===== config.mk =====
export PLATFORM = sky130hd
export DESIGN_NAME = fp64_from_int
export DESIGN_NICKNAME = d
export VERILOG_FILES = /design/src/rtl/fp64_pkg.sv /design/src/rtl/lzc_norm64.sv /design/src/rtl/fp64_from_int.sv
export SDC_FILE = /design/constraint.sdc
export NUM_CORES = 1
export LEC_CHECK = 0
export CAP_MARGIN = 20
export CORE_MARGIN = 2
export CORE_UTILIZATION = 50
export DETAILED_ROUTE_END_ITERATION = 12
export PLACE_DENSITY = 0.71
export SKIP_LAST_GASP = 1
export SLEW_MARGIN = 20
export SYNTH_ARGS = -nofsm -noshare
export SYNTH_HDL_FRONTEND = slang
export SYNTH_SLANG_ARGS = --single-unit

===== constraint.sdc =====
create_clock -name clk -period 15.4 [get_ports clk]
set_input_delay 2.31 -clock clk [delete_from_list [all_inputs] [get_ports clk]]
set_output_delay 2.31 -clock clk [all_outputs]
set_load 0.02 [all_outputs]

===== src/rtl/fp64_pkg.sv =====
// Shared constants and the packed fp64 word layout for the Box-Muller datapath.
// Reduced IEEE-754 double: no NaN, Inf or denormals; the all-zero word is zero.
package fp64_pkg;

  localparam int FP_EXPW         = 11;
  localparam int FP_FRACW        = 52;
  localparam int FP_BIAS         = 1023;
  localparam logic [63:0] FP_ZERO = 64'h0;
  localparam int FP_FROM_INT_LAT = 4;

  typedef struct packed {
    logic                sign;
    logic [FP_EXPW-1:0]  exp;
    logic [FP_FRACW-1:0] frac;
  } fp64_t;

endpackage


===== src/rtl/lzc_norm64.sv =====
// Combinational 64-bit leading-zero count and left-normalizer.
// A zero input yields norm=0 and lz=63; callers track zero separately.
module lzc_norm64 (
  input  logic [63:0] i_val,
  output logic [63:0] o_norm,
  output logic [5:0]  o_lz
);

  logic [63:0] w_v;
  logic [5:0]  w_lz;

  always_comb begin
    w_v  = i_val;
    w_lz = 6'd0;
    if (w_v[63:32] == 32'd0) begin
      w_lz[5] = 1'b1;
      w_v     = {w_v[31:0], 32'd0};
    end
    if (w_v[63:48] == 16'd0) begin
      w_lz[4] = 1'b1;
      w_v     = {w_v[47:0], 16'd0};
    end
    if (w_v[63:56] == 8'd0) begin
      w_lz[3] = 1'b1;
      w_v     = {w_v[55:0], 8'd0};
    end
    if (w_v[63:60] == 4'd0) begin
      w_lz[2] = 1'b1;
      w_v     = {w_v[59:0], 4'd0};
    end
    if (w_v[63:62] == 2'd0) begin
      w_lz[1] = 1'b1;
      w_v     = {w_v[61:0], 2'd0};
    end
    if (w_v[63] == 1'b0) begin
      w_lz[0] = 1'b1;
      w_v     = {w_v[62:0], 1'b0};
    end
  end

  assign o_norm = w_v;
  assign o_lz   = w_lz;

endmodule


===== src/rtl/fp64_from_int.sv =====
// 4-stage 64-bit integer to fp64 converter (sign/mag, normalize, RNE round, pack).
// Define FP_FIX_SCALE_EN to treat the input as fixed point with FRAC fraction bits.
module fp64_from_int
  import fp64_pkg::*;
#(
  parameter int FRAC = 64,
  parameter int LAT  = FP_FROM_INT_LAT
) (
  input  logic        clk,
  input  logic        rst,
  input  logic        pushin,
  input  logic        signed_in,
  input  logic [63:0] a,
  output logic        pushout,
  output logic [63:0] r
);

`ifdef FP_FIX_SCALE_EN
  localparam bit SCALE_EN = 1'b1;
`else
  localparam bit SCALE_EN = 1'b0;
`endif
  localparam logic [11:0] EXP_SCALE = SCALE_EN ? 12'(FRAC) : 12'd0;
  localparam logic [11:0] EXP_TOP   = 12'(FP_BIAS + 63);

  logic [LAT-1:0] r_vld;

  logic        r_s1_neg, r_s1_z;
  logic [63:0] r_s1_mag;

  logic        r_s2_neg, r_s2_z;
  logic [63:0] r_s2_norm;
  logic [5:0]  r_s2_lz;

  logic        r_s3_neg, r_s3_z, r_s3_c;
  logic [5:0]  r_s3_lz;
  logic [51:0] r_s3_frac;

  logic [63:0] r_out;

  logic        w_neg;
  logic [63:0] w_mag;
  logic [63:0] w_norm;
  logic [5:0]  w_lz;
  logic        w_rnd;
  logic [53:0] w_sum;
  logic [11:0] w_exp;
  fp64_t       w_pack;
  logic        w_unused_bits;

  assign w_neg = signed_in & a[63];
  assign w_mag = w_neg ? (~a + 64'd1) : a;

  lzc_norm64 u_lzc (
    .i_val  (r_s1_mag),
    .o_norm (w_norm),
    .o_lz   (w_lz)
  );

  // Ties go to the even mantissa; a carry out of bit 52 means the value became 2^(e+1).
  assign w_rnd = r_s2_norm[10] & ((|r_s2_norm[9:0]) | r_s2_norm[11]);
  assign w_sum = {1'b0, r_s2_norm[63:11]} + {53'd0, w_rnd};

  assign w_exp = EXP_TOP - {6'd0, r_s3_lz} + {11'd0, r_s3_c} - EXP_SCALE;

  always_comb begin
    w_pack      = '0;
    w_pack.sign = r_s3_neg;
    w_pack.exp  = w_exp[FP_EXPW-1:0];
    w_pack.frac = r_s3_frac;
  end

  assign w_unused_bits = w_sum[52] ^ w_exp[11];

  always_ff @(posedge clk or posedge rst) begin
    if (rst) begin
      r_vld     <= '0;
      r_s1_neg  <= 1'b0;
      r_s1_z    <= 1'b0;
      r_s1_mag  <= 64'd0;
      r_s2_neg  <= 1'b0;
      r_s2_z    <= 1'b0;
      r_s2_norm <= 64'd0;
      r_s2_lz   <= 6'd0;
      r_s3_neg  <= 1'b0;
      r_s3_z    <= 1'b0;
      r_s3_c    <= 1'b0;
      r_s3_lz   <= 6'd0;
      r_s3_frac <= 52'd0;
      r_out     <= FP_ZERO;
    end else begin
      r_vld     <= {r_vld[LAT-2:0], pushin};

      r_s1_neg  <= w_neg;
      r_s1_z    <= (a == 64'd0);
      r_s1_mag  <= w_mag;

      r_s2_neg  <= r_s1_neg;
      r_s2_z    <= r_s1_z;
      r_s2_norm <= w_norm;
      r_s2_lz   <= w_lz;

      r_s3_neg  <= r_s2_neg;
      r_s3_z    <= r_s2_z;
      r_s3_c    <= w_sum[53];
      r_s3_lz   <= r_s2_lz;
      r_s3_frac <= w_sum[53] ? 52'd0 : w_sum[51:0];

      r_out     <= r_s3_z ? FP_ZERO : w_pack;
    end
  end

  assign pushout = r_vld[LAT-1];
  assign r       = r_out;

endmodule


* Word-level counts from Yosys, hierarchy flattened
Index checks and enable logic that the tools add are counted.
** Word-level totals
- Word-level logic and storage cells :: 44
- Output and inout port bits :: 65
- Flip-flop bits (word level) :: 267
** Operators by class
- Add/sub/neg operators :: 4
- Reduce and logical (&&, ||, !) cells :: 7
- Multiplexer cells :: 15
- Bitwise operators :: 4
** Operator list (count)
- $mux W64 :: 8
- $add A64 B1 Y64 const B :: 1
- $logic_not A64 Y1 :: 1
- $not A64 Y64 :: 1
- $add A53 B1 Y54 :: 1
- $mux W52 :: 1
- $logic_not A32 Y1 :: 1
- $logic_not A16 Y1 :: 1
- $add A11 B1 Y11 :: 1
- $sub A11 B6 Y11 const A :: 1
- $reduce_or A10 Y1 :: 1
- $logic_not A8 Y1 :: 1
- $mux W1 :: 6
- $logic_not A4 Y1 :: 1
- $and A1 B1 Y1 :: 2
- $logic_not A2 Y1 :: 1
- $or A1 B1 Y1 :: 1

* Logic depth before layout (Yosys ltp)
- Word-level depth :: 11
- Depth in mapped cells :: 16

* Modules after synthesis
A second synthesis with hierarchy kept.
** Second synthesis, totals
- Cells, all modules :: 1403
- Area, all modules :: 14041.0 sq um
** By module, submodules not included
- fp64_from_int :: area an instance 9902.0 sq um, cells an instance 783, instances 1, sequential area each 6681.4 sq um
- lzc_norm64 :: area an instance 4139.0 sq um, cells an instance 620, instances 1, sequential area each 0.0 sq um

* Least setup slack after synthesis
OpenSTA, ideal clock, no wires.
- Path type :: input -> register
- Start point :: input a[5]
- End point :: register r_s1_mag[59]
- Cell stages on the path :: 10
- Library setup time :: 0.080 ns
- Arrival time :: 4.784 ns
- Setup slack :: 10.536 ns
- Cells stage by stage :: nor4_1 -> nor4b_2 -> nand2_1 -> or4_1 -> or3_1 -> nor2_2 -> and2_1 -> nand3_1 -> o41ai_1 -> xnor2_1
** Between the ends
- Word-level cells in the longest chain between the ends :: 3
** RTL lines
- start, declared :: line fp64_from_int.sv:13 : input logic [63:0] a,
- $not A64 Y64 :: line fp64_from_int.sv:52 : assign w_mag = w_neg ? (~a + 64'd1) : a;
- $add A64 B1 Y64 :: line fp64_from_int.sv:52
- $mux W64 :: line fp64_from_int.sv:52
- via w_mag[59] :: line fp64_from_int.sv:42 : logic [63:0] w_mag;
- end signal, assigned :: line fp64_from_int.sv:96 : r_s1_mag <= w_mag;
- end, declared :: line fp64_from_int.sv:29 : logic [63:0] r_s1_mag;
The timed path passes the listed nets, and every way through them passes these cells.

* Final worst setup path
- Start point :: input a[0]
- End point :: register r_s1_mag[62]
The elaborated chain is that of the path after synthesis.

==> key figures <==
Synth
  • Yosys Warn Count: 0
  • Number of library cell types mapped by synthesis: 79
  • Mapped Cells: ~1400
  • Fraction of registers with async set/reset: 1.00
  • Sequential-to-total area share from yosys stat: 0.476
  • Ys flop type: dfrtp_1
  • Mapped Nets: 1453
  • #FFs+latches synth: roughly 270
  • Avg Inst Size Synth: 10.2 µm²
  • EDFF count, synth: 0
  • Synthesized cell area: 14000 µm²

Drt
  • Routed len/inst: 18.4 µm
  • DRC: 0
  • DRT iter0 DRCs: 773
  • Routed vias: a little over 10000
  • TritonRoute pass-1 iters: 7
  • Post-route ant nets: 0
  • Drt total wl: 34.5 mm
  • Drt via density: 5.55

Die
  • Chip Width: between 150 and 200 µm
  • Die H: 172 µm
  • Core ar.: around 28000 µm²
  • Initial Utilization: 0.507
  • Die ar.: 29400 µm²
  • I/O pin count: between 100 and 150
  • FP Rows: 61

Cells and area
  • Register cell area after layout: 6690 µm²
  • Final non-filler cell total: between 1500 and 2000
  • Most common cell after layout, fill and taps aside: dfrtp_1
  • Nets: 1550
  • Most frequent cells in the layout: dfrtp_1 (266), clkdlybuf4s50_1 (132), mux2i_1 (124), nand2_1 (109), nor2_1 (108)
  • Multi-input logic area: just under 7000 µm²
  • Final instance area: 16500 µm²
  • N_diodes: 0
  • Layout cells sized above 1: 0.0823
  • Area Overhead vs Synth: 17.8%
  • # fillers: about 2400

Placement
  • GP Congestion: 0.916
  • Final HPWL from detailed placement: about 25 mm
  • Area after DPL: 15500 µm²
  • Post-Place Cells: 1826
  • Port Buf Inserts: 132

Worst setup path
  • Setup crit end kind: register
  • Startpoint Class: input pin
  • Critical path type: in -> reg
  • WP data required: 15850 ps
  • RR Endpoint: r_s2_norm[2]$_DFF_PP0_
  • Max FO, Critical Path: 6
  • Critical path arrival: about 6000 ps
  • R2R cell count: 13
  • Worst r2r src: r_s1_mag[40]$_DFF_PP0_
  • Reg2reg setup slack: 10170 ps

Timing
  • Relative slew slack: 0.296
  • Worst Skew: around 13 ps
  • Setup TNS: 0 ps
  • Worst-margin pin slew: 1060 ps
  • Final Cycle Share: 0.353
  • Fmax: 184 MHz
  • Max-slew violations: 0
  • Endpoints failing hold: 0
  • Final setup viols: 0
  • Unrepaired setup endpoints after global routing: false
  • Min Tclk post-route: 5440 ps

Clock tree
  • Cts bufs inserted: 27
  • CTS resizes: 0
  • Clock-pin slew on the worst setup and hold paths: 60 ps
  • TritonCTS Sinks: about 270
  • H-Tree Depth: 1
  • CTS tree: built
  • Clk root buf: clkbuf_16
  • Hold Buf Count CTS: 0
  • Post-CTS Repair Setup Buffers: 0
  • Clk_lat worst skew: 530 ps
  • Clk buf depth: 3

Hold path
  • Hold Path Origin: r_s2_neg$_DFF_PP0_
  • Worst min path class: reg -> reg
  • WHS Path Cells: 0
  • Worst Hold End: r_s3_neg$_DFF_PP0_

GRT
  • GR Layer Usage met3: 0.0324
  • First-pass GRT wire length: approximately 54 mm
  • Met2 Use GR: 0.400
  • Grt met1 use: 0.312
  • GRT Residual Overflow: 0
  • Initial antenna violation count: 0
  • Number of global-route vias before repair: 9843
  • Busiest metal layer after global routing: met2
  • Pin count of the biggest net entering global routing: 110
  • Total track usage: 0.236

Pwr
  • Leak pwr: 6.80 nW
  • Clk pwr share: 0.327
  • P_sw: between 0.5 and 0.6 mW
  • Gate power share: 0.227
  • Tot Pwr: 2.10 mW
  • Reg power frac: 0.446
  • Internal: 1.51 mW
  • Power per Cell Area: between 100 and 150 nW/µm²
  • Sw frac: 0.283
  • Peak supply drop: 0.0797 mV

Flow run
  • Max Cap Violations: 0

Outcome
  • Status: complete, no violations
## final cells by class
class / instances / share of cell area
Multi-Input combinational cell: 1011 / 0.416
Inverter: 27 / 0.00689
Tap cell: 378 / 0.0286
Clock buffer: 33 / 0.0441
Clock inverter: 12 / 0.0132
Timing Repair Buffer: 144 / 0.0866
Sequential cell: 267 / 0.404
## per-stage QoR
step,setup WS [ps],utilization,hold WS (ps)
floorplan,5740,-,331
global placement,9540,0.561,333
detailed placement,9380,0.561,335
CTS,9930,0.595,348
global route,9590,0.597,356
finish,9960,0.597,348
## cells by family (layout without fill, tap and decap cells)
kind of cell             Yosys count  in the layout  share of synthesized area
flip-flops                       267            267                      0.476
XOR/XNOR                         115            115                     0.0718
adder cells (fa/ha/maj)            4              4                    0.00357
multiplexers                     168            168                      0.125
buffers and inverters            103            216                     0.0348
AO/OA/AOI/OAI                    281            281                      0.126
AND/OR/NAND/NOR                  443            443                      0.164
## registers in the layout, summed over array words and instances (netlist names)
register / count
r_s2_norm: 64
r_s2_lz: 6
r_s1_mag: 64
r_s1_neg: 1
r_s2_neg: 1
r_s3_lz: 6
r_s2_z: 1
r_s3_neg: 1
r_s3_frac: 52
r_s3_z: 1
r: 64
r_vld: 4
r_s1_z: 1
r_s3_c: 1
## power groups by stage
stage / sequential, mW / combinational [mW] / clock, mW
2_1_floorplan: 0.968 / 0.273 / 0
3_3_place_gp: 0.946 / 0.472 / 0
5_1_grt: 0.954 / 0.523 / 0.732
6_report: 0.939 / 0.477 / 0.687
3_5_place_dp: 0.950 / 0.478 / 0
4_1_cts: 0.937 / 0.480 / 0.704
## metal layers
layer  wire length [µm]  part of all wire
met5                  0                 0
met4               1230             0.036
met3               1890             0.055
met2              16400              0.48
met1              14900              0.43
## synth_stat cells, types with 5 or more instances
| cell | n | area share |
|---|---|---|
| inv_1 | 22 | 0.0059 |
| dfrtp_1 | 267 | 0.48 |
| o41ai_1 | 7 | 0.0044 |
| nor2b_1 | 57 | 0.025 |
| a31oi_1 | 11 | 0.0049 |
| nand4_1 | 13 | 0.0058 |
| a22oi_1 | 16 | 0.0086 |
| or3_1 | 7 | 0.0031 |
| a211oi_1 | 7 | 0.0037 |
| mux2_1 | 12 | 0.0096 |
| o21bai_1 | 5 | 0.0027 |
| nand2b_1 | 15 | 0.0067 |
| o21ai_1 | 12 | 0.0043 |
| nand2_1 | 109 | 0.029 |
| o21ai_0 | 58 | 0.021 |
| and2_1 | 8 | 0.0036 |
| or4_1 | 6 | 0.0032 |
| buf_2 | 19 | 0.0068 |
| xor2_1 | 62 | 0.039 |
| mux2_2 | 31 | 0.025 |
| xnor2_1 | 53 | 0.033 |
| nor4_1 | 15 | 0.0067 |
| a21oi_1 | 94 | 0.034 |
| o21a_1 | 5 | 0.0027 |
| o22ai_1 | 7 | 0.0031 |
| or2_2 | 5 | 0.0022 |
| nor3_1 | 25 | 0.0089 |
| o31ai_1 | 8 | 0.0043 |
| nor2_1 | 109 | 0.029 |
| and4_1 | 5 | 0.0031 |
| nand3_1 | 28 | 0.010 |
| and3_1 | 15 | 0.0067 |
| clkbuf_1 | 38 | 0.010 |
| a22o_1 | 6 | 0.0037 |
| mux2i_1 | 124 | 0.088 |
| buf_4 | 13 | 0.0070 |
| o211ai_1 | 12 | 0.0064 |
## how the worst max path moves through the flow
stage / cells after the start / end / slack [ps] / start
finish: 12 / r_s1_mag[62]$_DFF_PP0_ / 9960 / a[0]
CTS: 12 / r_s1_mag[62]$_DFF_PP0_ / 9930 / a[0]
global route: 12 / r_s1_mag[62]$_DFF_PP0_ / 9590 / a[1]
floorplan: 1 / r[0]$_DFF_PP0_ / 5740 / rst
global placement: 12 / r_s1_mag[62]$_DFF_PP0_ / 9540 / a[0]
detailed placement: 12 / r_s1_mag[62]$_DFF_PP0_ / 9380 / a[0]
## critical path: stages
cell and delay, ps:
clkdlybuf4s50_1 480, inv_1 110, ha_1 220, inv_1 70, nor4b_1 640, nor4b_2 460, nand2_1 200, nor2_1 370
and3_1 320, nand2_1 160, o41ai_1 400, xnor2_1 160
Power figures use the tool's default switching activity.
